`src/rtl/channel_in_tree_acc.sv`:
```
// Channel-in reduction: registered binary adder tree per picture lane, a first/last
// delimited accumulator, and an alignment delay line. Define TREE_ACC_SAT_EN for saturating adds.
module channel_in_tree_acc #(
  parameter int LANES = 2,
  parameter int LANE_W = 16,
  parameter int CH_NUM = 4,
  parameter int EXTRA_DELAY = 3
) (
  input  logic                             clk,
  input  logic                             rst,
  input  logic                             valid_in,
  input  logic                             first_in,
  input  logic                             last_in,
  input  logic [LANES*CH_NUM*LANE_W-1:0]   data_in,
  output logic                             valid_out,
  output logic [LANES*LANE_W-1:0]          data_out,
  output logic                             proto_err
);

  localparam int L   = $clog2(CH_NUM);
  localparam int OW  = LANES * LANE_W;
  localparam int TW  = (CH_NUM - 1) * OW;
  localparam int TOP = (2*CH_NUM - 2) * OW;

  function automatic logic [LANE_W-1:0] add_lane(input logic [LANE_W-1:0] a,
                                                 input logic [LANE_W-1:0] b);
`ifdef TREE_ACC_SAT_EN
    logic [LANE_W:0] s;
    s = {a[LANE_W-1], a} + {b[LANE_W-1], b};
    if (s[LANE_W] != s[LANE_W-1])
      add_lane = s[LANE_W] ? {1'b1, {(LANE_W-1){1'b0}}} : {1'b0, {(LANE_W-1){1'b1}}};
    else
      add_lane = s[LANE_W-1:0];
`else
    add_lane = a + b;
`endif
  endfunction

  // Channel offset of tree level g inside lvl_all (level 0 is data_in itself).
  function automatic int lvl_base(input int g);
    return 2*CH_NUM - 2*(CH_NUM >> g);
  endfunction

  logic [TW-1:0]                 tree_d, tree_q;
  logic [L-1:0]                  tv_d, tv_q, tf_d, tf_q, tl_d, tl_q;
  logic [TW+CH_NUM*OW-1:0]       lvl_all;
  logic [OW-1:0]                 tree_sum;
  logic                          t_valid, t_first, t_last;
  logic [OW-1:0]                 acc_d, acc_q, res_d, res_q;
  logic                          open_d, open_q, err_d, err_q, res_v_d, res_v_q;

  assign lvl_all  = {tree_q, data_in};
  assign tree_sum = lvl_all[TOP +: OW];
  assign t_valid  = tv_q[L-1];
  assign t_first  = tf_q[L-1];
  assign t_last   = tl_q[L-1];

  always_comb begin
    tree_d = '0;
    for (int g = 0; g < L; g++)
      for (int k = 0; k < (CH_NUM >> (g+1)); k++)
        for (int p = 0; p < LANES; p++)
          tree_d[((lvl_base(g+1) - CH_NUM + k)*LANES + p)*LANE_W +: LANE_W] =
            add_lane(lvl_all[((lvl_base(g) + 2*k)*LANES + p)*LANE_W +: LANE_W],
                     lvl_all[((lvl_base(g) + 2*k + 1)*LANES + p)*LANE_W +: LANE_W]);
  end

  always_comb begin
    tv_d = '0;
    tf_d = '0;
    tl_d = '0;
    tv_d[0] = valid_in;
    tf_d[0] = first_in;
    tl_d[0] = last_in;
    for (int g = 1; g < L; g++) begin
      tv_d[g] = tv_q[g-1];
      tf_d[g] = tf_q[g-1];
      tl_d[g] = tl_q[g-1];
    end
  end

  // A first while open restarts the sum and flags an error; a non-first while closed just opens.
  always_comb begin
    acc_d   = acc_q;
    open_d  = open_q;
    err_d   = err_q;
    res_d   = res_q;
    res_v_d = 1'b0;
    if (t_valid) begin
      if (t_first || !open_q) begin
        acc_d = tree_sum;
        err_d = err_q | (t_first & open_q);
      end else begin
        for (int p = 0; p < LANES; p++)
          acc_d[p*LANE_W +: LANE_W] = add_lane(acc_q[p*LANE_W +: LANE_W],
                                               tree_sum[p*LANE_W +: LANE_W]);
      end
      open_d = ~t_last;
      if (t_last) begin
        res_d   = acc_d;
        res_v_d = 1'b1;
      end
    end
  end

  always_ff @(posedge clk) begin
    if (rst) begin
      tree_q  <= '0;
      tv_q    <= '0;
      tf_q    <= '0;
      tl_q    <= '0;
      acc_q   <= '0;
      open_q  <= 1'b0;
      err_q   <= 1'b0;
      res_q   <= '0;
      res_v_q <= 1'b0;
    end else begin
      tree_q  <= tree_d;
      tv_q    <= tv_d;
      tf_q    <= tf_d;
      tl_q    <= tl_d;
      acc_q   <= acc_d;
      open_q  <= open_d;
      err_q   <= err_d;
      res_q   <= res_d;
      res_v_q <= res_v_d;
    end
  end

  assign proto_err = err_q;

  // valid_out is a one-cycle pulse per finished group; there is no backpressure, so data_out
  // is only meaningful on that pulse and otherwise holds the previous result.
  if (EXTRA_DELAY == 0) begin : gen_no_dly
    assign valid_out = res_v_q;
    assign data_out  = res_q;
  end else begin : gen_dly
    logic [OW-1:0]          dd_d [EXTRA_DELAY];
    logic [OW-1:0]          dd_q [EXTRA_DELAY];
    logic [EXTRA_DELAY-1:0] dv_d, dv_q;

    always_comb begin
      dv_d    = '0;
      dv_d[0] = res_v_q;
      dd_d[0] = res_v_q ? res_q : dd_q[0];
      for (int i = 1; i < EXTRA_DELAY; i++) begin
        dv_d[i] = dv_q[i-1];
        dd_d[i] = dv_q[i-1] ? dd_q[i-1] : dd_q[i];
      end
    end

    always_ff @(posedge clk) begin
      if (rst) begin
        dv_q <= '0;
        for (int i = 0; i < EXTRA_DELAY; i++) dd_q[i] <= '0;
      end else begin
        dv_q <= dv_d;
        for (int i = 0; i < EXTRA_DELAY; i++) dd_q[i] <= dd_d[i];
      end
    end

    assign valid_out = dv_q[EXTRA_DELAY-1];
    assign data_out  = dd_q[EXTRA_DELAY-1];
  end

endmodule

```
`config.mk`:
```
export PLATFORM = sky130hd
export DESIGN_NAME = channel_in_tree_acc
export DESIGN_NICKNAME = d
export VERILOG_FILES = /design/src/rtl/channel_in_tree_acc.sv
export SDC_FILE = /design/constraint.sdc
export NUM_CORES = 1
export LEC_CHECK = 0
export ABC_CLOCK_PERIOD_IN_PS = 4250
export CAP_MARGIN = 20
export CORE_ASPECT_RATIO = 1.4
export CORE_UTILIZATION = 50
export CTS_CLUSTER_DIAMETER = 80
export CTS_CLUSTER_SIZE = 25
export DETAILED_ROUTE_END_ITERATION = 12
export DONT_BUFFER_PORTS = 1
export SYNTH_ARGS = -nofsm -noshare
export SYNTH_HDL_FRONTEND = slang
export SYNTH_SLANG_ARGS = --single-unit
```
`constraint.sdc`:
```
create_clock -name clk -period 4.25 [get_ports clk]
set_clock_uncertainty 0.05 [all_clocks]
set_input_delay 0 -clock clk [delete_from_list [all_inputs] [get_ports clk]]
set_output_delay 0 -clock clk [all_outputs]
set_load 0.03 [all_outputs]
```
After elaboration in Yosys (flattened, before gate mapping):

Memories as Yosys holds them, arrays and structs flattened.
Index checks and enable logic that the tools add are counted.

* $add $sub $neg: 8
* multiplexer cells: 11
* bitwise logic cells: 7
* reduce and logical (&&, ||, !) cells: 5

Operators with widths (number)
* 32-bit two-way mux: 7
* 16-bit adder: 8
* 1-bit two-way mux: 4
* 1-bit OR: 4
* 2-bit AND reduction: 2
* 1-bit NOT: 2
* 2-bit OR reduction: 1
* 1-bit bitwise AND: 1
* 1-bit zero test: 1
* 1-bit logical OR: 1

* bits in registers: 172
* memory bits (writable): 96
* bits of input ports: 133
* output and inout port bits: 34
* logic and storage cells: 42
* memories kept: 1

Memories
* gen_dly.dd_q: words 3, bits a word 32, read ports 3, clocked after Yosys merged registers in 0, wr ports 3, RTL line 139 `logic [OW-1:0] dd_q [EXTRA_DELAY];`

Logic depth before layout (Yosys ltp):

* depth after elaboration: 3
* gate-level depth with buffers: 10
* mapped depth without buffers: 10

Worst setup path after synthesis:

OpenSTA, ideal clock, no wires.

* path type: register to register
* from: register tree_q[64]
* to: register acc_q[14]
* setup time: 86 ps
* arrival time: 2517 ps
* required time: 4114 ps
* slack: 1597 ps
* cell stages (with the launch flop): 11
* buffers on the path: 0
* clock period less this slack: 2653 ps
* cells stage by stage: dfxtp_1 ha_1 fa_1 a211oi_2 o21ai_1 a2111oi_2 o21bai_1 a221oi_1 xnor2_1 mux2i_1 a211oi_1

* word-level cells in the longest chain between the ends: 2

Ends and longest elaborated chain
* from (decl): RTL line 44 `logic [TW-1:0] tree_d, tree_q;`
* from (signal assigned): RTL line 118 `tree_q <= tree_d;`
* 16-bit adder: RTL line 35 `add_lane = a + b;`
* 32-bit two-way mux: RTL line 90 `if (t_first || !open_q) begin`
* to (signal assigned): RTL line 112 `acc_q <= '0;`
* to (signal assigned): RTL line 122 `acc_q <= acc_d;`
* to (decl): RTL line 49 `logic [OW-1:0] acc_d, acc_q, res_d, res_q;`

No other way between the ends.
A chain may end at the register's enable or synchronous reset.

Final worst setup path:

* from: input port data_in[34]
* to: register tree_q[15]

* word-level cells in the longest chain between the ends: 1

Ends and longest elaborated chain
* from (decl): RTL line 14 `input logic [LANES*CH_NUM*LANE_W-1:0] data_in,`
* 16-bit adder: RTL line 35

No other way between the ends.

==> results by group <==
Route
  – DR iter-0 viols: 411
  – Routed Antenna Nets: 0
  – WL/cell: 14.7 µm
  – First drt pass iteration count: 5
  – Routed wire length: 28,700 µm
  – Vias: 10,551
  – Drt drc: 0
  – Vias/cell: 5.40

Place
  – Placed cell area: 0.0137 mm²
  – IO Port Bufs: 0
  – Final GP Congestion: 0.887
  – DP HPWL: 18,600 µm

Critical path
  – Worst EP required: 4.55 ns
  – Most frequent CP cell: dlygate4sd3_1
  – Crit path cell chain: dlygate4sd3_1 > ha_1 > dlygate4sd3_1 > o21a_1 > a21oi_1 > o21ai_0 > a41oi_1 > a211oi_1 > a31oi_1 > xnor2_1 > dlygate4sd3_1 > nor2_1
  – CP arrival: 3.84 ns
  – Flop-to-flop setup slack: 1.35 ns
  – Worst-path fanout max: 3
  – CP Launch Type: primary input
  – Crit path capture type: register
  – Slowest CP cell: dlygate4sd3_1
  – Crit-path max cell delay: 0.63 ns
  – Setup Crit Path Kind: primary input to register

GRT
  – Gr busiest metal: met2
  – Total grt overflow: 0
  – Antenna violations before repair: 0
  – Pin count of the biggest net entering global routing: 238
  – Met2 Track Usage GR: 0.374
  – GRT met1 Usage: 0.255
  – Global-route wire length before repair: 49,300 µm
  – All-Layer GR Usage: 0.209
  – Met3 usage: 0.0271
  – Vias in the first global route: 10,661

Power
  – Clock power share: 0.249
  – Leak pwr: 6.29 nW
  – Sw Share: 0.282
  – Internal power: 0.00406 W
  – Tot Pwr: 0.00566 W
  – Combinational power share: 0.261
  – VDD IR max: 0.191 mV
  – Reg power frac: 0.490
  – Power Density: 357 mW/mm²
  – Switching pwr: 0.00160 W

Timing
  – Relative slew margins: 0.345
  – Achievable Freq: 282 MHz
  – Worst Max-Slew Pin Slew: 0.983 ns
  – Setup_tns: 0 ns
  – Final hold vios: 0
  – Worst hold slack: 0.0113 ns
  – Slew Limit Fails: 0
  – Final period util: 0.833
  – Setup violators final: 0
  – RSZ-0062 raised after global routing: no
  – Min cycle time layout: 3.54 ns

Clocking
  – Gates resized, CTS repair: 0
  – Clk pin slew, worst setup/hold paths: 0.09 ns
  – Clock sinks: 268
  – Clock root cell: clkbuf_16
  – Clock Path Buffers: 3
  – CTS Buf Count: 14
  – Clock latency on the worst-skew pair: 0.49 ns
  – CTS tree: yes
  – CTS H-tree lvls: 1

Floorplan
  – Die Y: 198 µm
  – IO Count: 167
  – Die width: 142 µm
  – Initial Utilization: 0.510
  – CORE AREA: 0.0269 mm²
  – Area of the die: 0.0281 mm²
  – # rows: 71

Run status
  – Status: finished, final reports clean

Logic synthesis
  – Mapped Cells: 1,486
  – #FFs+latches synth: 268
  – Net count after synthesis: 1,747
  – Primary FF master, synth: dfxtp_1
  – Post-synth EDFFs: 0
  – Synth cell types: 68
  – Yosys warnings: 0
  – Ys async rst share: 0
  – Synth Cell Area: 0.0137 mm²
  – Mean post-synth cell area: 9.24 µm²
  – Seq/Total Area, Yosys: 0.391

Cells and area
  – Post-route design area: 0.0159 mm²
  – Filler cells: 2,299
  – Multi-input gate area: 0.00778 mm²
  – Area grow syn2layout: 15.5%
  – Layout cells sized above 1: 0.0283
  – Register area: 0.00537 mm²
  – Antenna cells: 0
  – Final nets: 1,849

Min path
  – Hold crit path type: primary input to register

Job
  – Number of max-cap violations: 0
repair_timing:
action	in CTS	in global routing
hold endpoints to repair	257	0
hold buffers	175	0
buffers inserted	0	0
per-layer routing:
metal,wire length (µm),vias to the layer above
li1,-,5390
met1,12900,4840
met2,13900,260
met3,1140,61
met4,855,0
met5,0,-
cells in the mapped netlist (all sizes together), types with 8 or more instances:
library cell | count | share of area
and3 | 9 | 0.0042
xnor2 | 70 | 0.045
buf | 40 | 0.021
dfxtp | 268 | 0.39
fa | 8 | 0.012
nand2 | 67 | 0.018
a31oi | 8 | 0.0047
o21a | 20 | 0.011
nand3 | 11 | 0.0040
a211oi | 31 | 0.017
inv | 20 | 0.0055
o21ai | 74 | 0.028
nand2b | 9 | 0.0041
ha | 120 | 0.11
nor2 | 254 | 0.069
a21o | 34 | 0.019
xor2 | 33 | 0.022
a211o | 8 | 0.0051
mux2i | 110 | 0.080
clkbuf | 53 | 0.017
o21bai | 17 | 0.0093
nor3 | 19 | 0.0069
a21oi | 88 | 0.032
nor2b | 35 | 0.016
worst max-delay path: cells and delay by family:
family	cells	cell delay [ns]
fa+ha+maj	1	0.31
xor+xnor	1	0.18
compound gates	6	1.58
simple gates	1	0.04
buf+inv	3	1.73
power by group through the flow:
stage / sequential, W / clock, W / combinational (W)
detailed placement: 0.00283 / 0 / 0.00115
global placement: 0.00283 / 0 / 0.00114
global route: 0.00279 / 0.00157 / 0.00166
finish: 0.00277 / 0.00141 / 0.00148
floorplan: 0.00280 / 0 / 0.000983
CTS: 0.00277 / 0.00148 / 0.00145
cells by family (layout without fill, tap and decap cells):
kind of cell	count (synthesis)	count (layout)	share of synthesized area
compound gates	330	330	0.160
simple gates	431	431	0.137
buf+inv	113	215	0.0429
xor+xnor	103	103	0.0663
flops	268	268	0.391
mux	113	113	0.0827
fa+ha+maj	128	128	0.121
through the flow:
stage          instances  utilization  worst slack, ns
2_1_floorplan       1486            -             1.60
3_3_place_gp        1762        0.509             1.44
3_5_place_dp        1762        0.509             1.38
4_1_cts             1953        0.589            0.905
5_1_grt             1953        0.589            0.598
6_report            1953        0.589            0.709
layout by cell type (no fill, tap or decap), types with 4 or more instances in the layout:
master           n
dlygate4sd3_1  174
inv_1           20
o21a_1          20
fa_1             8
a41oi_1          6
o31ai_1          4
a31oi_1          7
a21o_1          33
o31a_1           4
o21ai_0         67
a21oi_1         86
clkbuf_16       15
a221oi_1         4
and3_1           8
a32oi_1          5
nor3_1          19
nand3_1         11
or3_1            6
nor2_1         254
xor2_1          32
a22o_1           5
nand2_1         67
o211ai_1         4
a211o_1          8
nand4_1          6
xnor2_1         70
nor2b_1         35
mux2i_1        110
buf_4            4
ha_1           120
dfxtp_1        264
nand2b_1         9
dfxtp_2          4
a211oi_1        30
o21ai_1          5
o21bai_1        17
state kept, by name (all words and copies together), names as in the netlist:
register      flops
tv_q              2
gen_dly.dv_q      3
tree_q           96
proto_err         1
tl_q              2
res_q            32
tf_q              2
gen_dly.dd_q     96
res_v_q           1
open_q            1
acc_q            32
cell type report:
class                   count  area share
multi-input cells        1105       0.490
flip-flops and latches    268       0.339
repair buffers            179       0.113
well taps                 365      0.0288
clock buffers              15      0.0237
inverters                  20     0.00473
clock inverters             1    0.000552
path summary, 6_finish.rpt:
path	startpoint	to	cells past startpoint
hold / removal	rst	tree_q[55]$_SDFF_PP0_	2
setup / recovery	data_in[34]	tree_q[15]$_SDFF_PP0_	12
hold reg to reg	tl_q[0]$_SDFF_PP0_	tl_q[1]$_SDFF_PP0_	1
setup reg to reg	tree_q[64]$_SDFF_PP0_	acc_q[14]$_SDFFE_PP0P_	10
Power figures use the tool's default switching activity.
